==> src/rtl/regfile_wb_pkg.sv <==
// Shared types and defaults for the regfile writeback arbiter.
package regfile_wb_pkg;

    localparam int RegNumLog2 = 5;
    localparam int RegBusW    = 32;
    localparam int RegNum     = 1 << RegNumLog2;
    localparam int MaxNumReq  = 4;
    localparam int IdxW       = $clog2(MaxNumReq);

    typedef struct packed {
        logic [RegNumLog2-1:0] addr;
        logic [RegBusW-1:0]    data;
    } wb_req_t;

endpackage

==> src/rtl/regfile_wb_arbiter_if.sv <==
// Packed valid/ready bundle for all writeback requesters.
interface regfile_wb_arbiter_if
    import regfile_wb_pkg::*;
#(
    parameter int NUM_REQ = 2,
    parameter int ADDR_W  = RegNumLog2,
    parameter int DATA_W  = RegBusW
) ();

    logic [NUM_REQ-1:0]        req_valid_i;
    logic [NUM_REQ-1:0]        req_ready_o;
    logic [NUM_REQ*ADDR_W-1:0] req_waddr_i;
    logic [NUM_REQ*DATA_W-1:0] req_wdata_i;

    modport master (
        output req_valid_i,
        output req_waddr_i,
        output req_wdata_i,
        input  req_ready_o
    );

    modport slave (
        input  req_valid_i,
        input  req_waddr_i,
        input  req_wdata_i,
        output req_ready_o
    );

endinterface

==> src/rtl/regfile_wb_arbiter_rr_arbiter.sv <==
// Combinational round-robin pick; the pointer register lives in the parent.
module rr_arbiter
    import regfile_wb_pkg::*;
#(
    parameter int N = 2
) (
    input  logic [N-1:0]    req,
    input  logic [IdxW-1:0] ptr,
    output logic [N-1:0]    gnt,
    output logic [IdxW-1:0] gnt_idx
);

    // Walk from the farthest slot back to ptr so the nearest requester wins.
    always_comb begin
        gnt     = '0;
        gnt_idx = '0;
        for (int k = N - 1; k >= 0; k--) begin
            automatic int j = (int'(ptr) + k) % N;
            if (req[j]) begin
                gnt     = '0;
                gnt[j]  = 1'b1;
                gnt_idx = IdxW'(j);
            end
        end
    end

endmodule

==> src/rtl/regfile_wb_arbiter.sv <==
// Round-robin arbitration of writeback requesters onto the regfile write port.
// Define WB_SCOREBOARD_EN to build the pending-write scoreboard.
module regfile_wb_arbiter
    import regfile_wb_pkg::*;
#(
    parameter int NUM_REQ = 2,
    parameter int ADDR_W  = RegNumLog2,
    parameter int DATA_W  = RegBusW
) (
    input  logic                   clk,
    input  logic                   rst_n,
    input  logic                   hold_i,
    regfile_wb_arbiter_if.slave    req,
    output logic                   we_o,
    output logic [ADDR_W-1:0]      waddr_o,
    output logic [DATA_W-1:0]      wdata_o,
    output logic [IdxW-1:0]        grant_idx_o,
    input  logic                   alloc_valid_i,
    input  logic [ADDR_W-1:0]      alloc_addr_i,
    output logic [(1<<ADDR_W)-1:0] pending_o
);

    logic [IdxW-1:0]    r_ptr;
    logic               r_we;
    logic [ADDR_W-1:0]  r_waddr;
    logic [DATA_W-1:0]  r_wdata;
    logic [IdxW-1:0]    r_gidx;

    logic [NUM_REQ-1:0] w_gnt;
    logic [NUM_REQ-1:0] w_ready;
    logic [IdxW-1:0]    w_gnt_idx;
    logic [IdxW-1:0]    w_ptr_nxt;
    logic               w_xfer;
    logic [ADDR_W-1:0]  w_addr;
    logic [DATA_W-1:0]  w_data;

    rr_arbiter #(.N(NUM_REQ)) u_rr (
        .req     (req.req_valid_i),
        .ptr     (r_ptr),
        .gnt     (w_gnt),
        .gnt_idx (w_gnt_idx)
    );

    assign w_ready         = (rst_n && !hold_i) ? w_gnt : '0;
    assign req.req_ready_o = w_ready;
    assign w_xfer          = |w_ready;
    assign w_addr = req.req_waddr_i[int'(w_gnt_idx)*ADDR_W +: ADDR_W];
    assign w_data = req.req_wdata_i[int'(w_gnt_idx)*DATA_W +: DATA_W];
    assign w_ptr_nxt = (int'(w_gnt_idx) == NUM_REQ - 1) ? '0
                     : w_gnt_idx + IdxW'(1);

    // x0 writes are accepted but never presented to the regfile.
    always_ff @(posedge clk or negedge rst_n) begin
        if (!rst_n) begin
            r_ptr   <= '0;
            r_we    <= 1'b0;
            r_waddr <= '0;
            r_wdata <= '0;
            r_gidx  <= '0;
        end else begin
            r_we <= w_xfer && (w_addr != '0);
            if (w_xfer) begin
                r_ptr  <= w_ptr_nxt;
                r_gidx <= w_gnt_idx;
                if (w_addr != '0) begin
                    r_waddr <= w_addr;
                    r_wdata <= w_data;
                end
            end
        end
    end

    assign we_o        = r_we;
    assign waddr_o     = r_waddr;
    assign wdata_o     = r_wdata;
    assign grant_idx_o = r_gidx;

`ifdef WB_SCOREBOARD_EN
    localparam int NReg = 1 << ADDR_W;

    logic [NReg-1:0] r_pending;
    logic [NReg-1:0] w_set;
    logic [NReg-1:0] w_clr;

    assign w_set = alloc_valid_i ? (NReg'(1) << alloc_addr_i) : '0;
    assign w_clr = r_we ? (NReg'(1) << r_waddr) : '0;

    // A same-edge alloc beats the commit: the new producer owns the register.
    always_ff @(posedge clk or negedge rst_n) begin
        if (!rst_n) begin
            r_pending <= '0;
        end else begin
            r_pending <= ((r_pending & ~w_clr) | w_set) & ~NReg'(1);
        end
    end

    assign pending_o = r_pending;
`else
    logic w_unused_alloc;
    assign w_unused_alloc = ^{alloc_valid_i, alloc_addr_i};
    assign pending_o      = '0;
`endif

endmodule
==> src/flat_wrapper.sv <==
// flat-port wrapper written by rule: the top's interface ports become plain ports
module regfile_wb_arbiter_flat import regfile_wb_pkg::*;
#(
    parameter int NUM_REQ = 2,
    parameter int ADDR_W  = RegNumLog2,
    parameter int DATA_W  = RegBusW
)
  (clk, rst_n, hold_i, we_o, waddr_o, wdata_o, grant_idx_o, alloc_valid_i, alloc_addr_i, pending_o, req_req_valid_i, req_req_waddr_i, req_req_wdata_i, req_req_ready_o);
  regfile_wb_arbiter_if #(.NUM_REQ(NUM_REQ), .ADDR_W(ADDR_W), .DATA_W(DATA_W)) req_i ();
  input  logic clk;
  input  logic rst_n;
  input  logic hold_i;
  output logic we_o;
  output logic [ADDR_W-1:0] waddr_o;
  output logic [DATA_W-1:0] wdata_o;
  output logic [IdxW-1:0] grant_idx_o;
  input  logic alloc_valid_i;
  input  logic [ADDR_W-1:0] alloc_addr_i;
  output logic [(1<<ADDR_W)-1:0] pending_o;
  input wire logic [$bits(req_i.req_valid_i)-1:0] req_req_valid_i;
  input wire logic [$bits(req_i.req_waddr_i)-1:0] req_req_waddr_i;
  input wire logic [$bits(req_i.req_wdata_i)-1:0] req_req_wdata_i;
  output wire logic [$bits(req_i.req_ready_o)-1:0] req_req_ready_o;
  assign req_i.req_valid_i = req_req_valid_i;
  assign req_i.req_waddr_i = req_req_waddr_i;
  assign req_i.req_wdata_i = req_req_wdata_i;
  assign req_req_ready_o = req_i.req_ready_o;
  regfile_wb_arbiter #(.NUM_REQ(NUM_REQ), .ADDR_W(ADDR_W), .DATA_W(DATA_W)) u_core (.clk(clk), .rst_n(rst_n), .hold_i(hold_i), .req(req_i), .we_o(we_o), .waddr_o(waddr_o), .wdata_o(wdata_o), .grant_idx_o(grant_idx_o), .alloc_valid_i(alloc_valid_i), .alloc_addr_i(alloc_addr_i), .pending_o(pending_o));
endmodule
==> config.mk <==
export PLATFORM = sky130hd
export DESIGN_NAME = regfile_wb_arbiter_flat
export DESIGN_NICKNAME = d
export VERILOG_FILES = /design/src/rtl/regfile_wb_pkg.sv /design/src/rtl/regfile_wb_arbiter_if.sv /design/src/rtl/regfile_wb_arbiter_rr_arbiter.sv /design/src/rtl/regfile_wb_arbiter.sv /design/src/flat_wrapper.sv
export SDC_FILE = /design/constraint.sdc
export NUM_CORES = 1
export LEC_CHECK = 0
export CAP_MARGIN = 15
export CORE_MARGIN = 2
export CORE_UTILIZATION = 39
export CTS_CLUSTER_SIZE = 30
export DETAILED_ROUTE_END_ITERATION = 8
export PLACE_DENSITY = 0.93
export SLEW_MARGIN = 20
export SYNTH_ARGS = -nofsm -noshare
export SYNTH_HDL_FRONTEND = slang
export SYNTH_SLANG_ARGS = --single-unit
==> constraint.sdc <==
create_clock -name clk -period 5.3 [get_ports clk]
set_clock_uncertainty 0.1 [all_clocks]
set_input_delay 1.06 -clock clk [delete_from_list [all_inputs] [get_ports clk]]
set_output_delay 1.06 -clock clk [all_outputs]
set_load 0.01 [all_outputs]
==> summary.md <==
| Metric | Value |
|---|---|
| Synth Instances | `176` |
| Status | `finished, final reports clean` |
| PortBufs | `119` |
| DIE AREA | `6700 um^2` |
| Post-DR wirelength/cell | `14.5 um` |
| Fillers | `477` |
| Die Y-Extent | `81.8 um` |
| Relative slew slack | `64.3%` |
| Seq pwr share | `39.6%` |
| Clock share of power | `19.9%` |
| Reg clk slew, reported paths | `80 ps` |
| Row count | `28` |
| Layout cells sized above 1 | `29.2%` |
| Worst EP required | `4140 ps` |
| Final setup violation count | `0` |
| Grt ovf | `0` |
| Commonest non-fill, non-tap cell in the layout | `clkdlybuf4s50_1` |
| Worst hold path type | `reg2reg` |
| M3 GR Usage | `5.27%` |
| Critical path startpoint category | `primary input` |
| Antenna violations before repair | `0` |
| Switch share | `27.3%` |
| Slowest stage delay, CP | `540 ps` |
| Cell Pwr Density | `291 nW/um^2` |
| Nets | `382` |
| Gate power share | `40.5%` |
| Clock buffer depth | `2` |
| CP arrival | `2700 ps` |
| Core Area | `5890 um^2` |
| Number of global-route vias before repair | `1736` |
| Critical-path top delay cell | `clkdlybuf4s50_1` |
| Iteration-0 DRC Markers | `20` |
| Worst-Margin Slew | `533 ps` |
| CTS tree | `yes` |
| Fin Setup TNS | `0 ps` |
| Final Cycle Share | `72.8%` |
| Total GRT Usage | `16.3%` |
| Yosys reg bits | `40` |
| # hold bufs at CTS | `0` |
| Most frequent CP cell | `clkdlybuf4s50_1` |
| Gpl congestion | `0.836` |
| Final Hold Fails | `0` |
| M2 GR Usage | `29.8%` |
| Net Sw Power | `0.000285 W` |
| CP Max Fanout | `8` |
| Setup Crit Path Kind | `in2out` |
| CTS Buf Count | `5` |
| H-tree Lvls | `2` |
| Hold_ws | `386 ps` |
| Grt peak-use layer | `met2` |
| Die width | `81.8 um` |
| Setup bufs post-CTS | `0` |
| Max Fclk | `259 MHz` |
| Pre-antenna DRT Iters | `4` |
| Final Slew Violations | `0` |
| Peak supply drop | `0.160 mV` |
| DRC | `0` |
| Pin count of the biggest net entering global routing | `41` |
| Synth cell types | `26` |
| DP HPWL | `4180 um` |
| Vias/cell | `4.54` |
| IO Pins | `159` |
| Avg Cell Area, Syn | `13.4 um^2` |
| Via count | `1695` |
| WL final | `5400 um` |
| Post_cts resized | `0` |
| Pleak | `1.54 nW` |
| Ant diodes | `0` |
| Crit. End Element | `primary output` |
| Antenna Nets Post-Route | `0` |
| First-pass GRT wire length | `8280 um` |
| Area growth, synth to finish | `51.6%` |
| Max Cap Viol | `0` |
| Pint | `0.000757 W` |
| RSZ-0062 raised after global routing | `no` |
| Sequential fraction of the synthesis area | `42.4%` |
| Cell area after synthesis | `2360 um^2` |
| Initial Utilization | `40.2%` |
| Clock Root Buffer | `clkbuf_8` |
| Sequence of cells on the critical path | `clkdlybuf4s50_1 > o21ai_1 > nor2_1 > clkdlybuf4s50_1` |
| Ys Warns | `0` |
| Clock Latency Late Sink | `280 ps` |
| CP Buf/Inv Count | `2` |
| Min Tclk post-route | `3860 ps` |
| Global Route met1 Usage | `18.4%` |
| Clock Sinks | `40` |
| Crit-path leading delay family | `buffers and inverters` |
| Commonest non-fill, non-tap cells in the layout | `118 x clkdlybuf4s50_1, 42 x mux2_2, 40 x dfrtp_1` |
## synth_stat cells
| library cell | instances | share of area (%) |
|---|---|---|
| dfrtp_1 | 40 | 42 |
| nor2_1 | 2 | 0.32 |
| buf_4 | 33 | 10 |
| mux2_4 | 28 | 18 |
| a211oi_1 | 1 | 0.32 |
| buf_2 | 2 | 0.42 |
| a31oi_1 | 1 | 0.26 |
| nand2b_1 | 1 | 0.26 |
| o21ai_0 | 2 | 0.42 |
| or4_4 | 1 | 0.48 |
| buf_6 | 4 | 1.9 |
| nand4b_1 | 1 | 0.37 |
| o21ai_1 | 1 | 0.21 |
| mux2i_1 | 2 | 0.85 |
| nand2_1 | 1 | 0.16 |
| a211oi_2 | 1 | 0.53 |
| inv_1 | 2 | 0.32 |
| a21oi_1 | 2 | 0.42 |
| nor4_1 | 1 | 0.26 |
| clkbuf_1 | 2 | 0.32 |
| mux2_2 | 42 | 20 |
| conb_1 | 1 | 0.16 |
| nor2b_1 | 1 | 0.26 |
| and2_1 | 1 | 0.26 |
| nor3b_1 | 1 | 0.32 |
| o22ai_1 | 2 | 0.53 |
## power groups by stage
stage,clock network [W],registers [W],logic [W]
after global routing,0.000231,0.000422,0.000452
after detailed placement,0,0.000418,0.000427
final,0.000207,0.000413,0.000422
after global placement,0,0.000414,0.000417
after floorplan,0,0.000448,0.000182
after CTS,0.000217,0.000414,0.000429
## sequential cells by signal, indices dropped and copies added (netlist names)
signal	flops
u_core.grant_idx_o	1
u_core.r_ptr	1
u_core.waddr_o	5
u_core.wdata_o	32
u_core.we_o	1
## cell families (layout without fill, tap and decap cells)
family,Yosys count,count (layout),share of synthesized area (%)
flip-flops,40,40,42.4
buffers and inverters,43,133,13.4
multiplexers,72,72,38.6
AO/OA/AOI/OAI,10,10,2.70
AND/OR/NAND/NOR,10,10,2.70
other,1,33,0.159
## metrics by stage
stage | power [W] | instance area [um^2] | utilization (%) | setup slack [ps] | instances
2_1_floorplan | 0.000630 | 2480 | - | 2400 | 208
3_3_place_gp | 0.000831 | 3490 | 59.3 | 1510 | 365
3_5_place_dp | 0.000844 | 3490 | 59.3 | 1420 | 365
4_1_cts | 0.00106 | 3580 | 60.9 | 1450 | 373
5_1_grt | 0.00110 | 3580 | 60.9 | 1330 | 373
6_report | 0.00104 | 3580 | 60.9 | 1440 | 373
## area by class of cell
type | count | area (um^2) | area share, %
timing repair buffer | 123 | 1220 | 33.9
multi-input combinational | 125 | 1170 | 32.7
sequential | 40 | 1000 | 27.9
tap | 75 | 93.8 | 2.62
clock buffer | 6 | 82.6 | 2.30
clock inverter | 2 | 10.0 | 0.279
inverter | 2 | 7.51 | 0.209
## worst register-to-register path: stages, from the launching register on
cell      delay (ps)
dfrtp_1          390
nand2b_1         230
nand2_2          110
buf_4            430
mux2_2           430
mux2_4           260
## worst paths after layout
kind / slack, ps / endpoint / depth (start not counted) / startpoint
worst max-delay path: 1440 / req_req_ready_o[0] / 4 / req_req_valid_i[1]
worst min-delay path: 390 / u_core.r_ptr[0] / 1 / u_core.r_ptr[0]
worst max register to register: 3240 / u_core.wdata_o[9] / 5 / u_core.r_ptr[0]
worst min register to register: 390 / u_core.r_ptr[0] / 1 / u_core.r_ptr[0]
max in group asynchronous: 4000 / u_core.waddr_o[0] / 2 / rst_n
min in group asynchronous: 740 / u_core.wdata_o[30] / 2 / rst_n
## per-layer routing
| metal | routed length, um | up-vias |
|---|---|---|
| li1 | - | 791 |
| met1 | 1990 | 819 |
| met2 | 2940 | 83 |
| met3 | 455 | 2 |
| met4 | 19 | 0 |
| met5 | 0 | - |
Power figures use the tool's default switching activity.
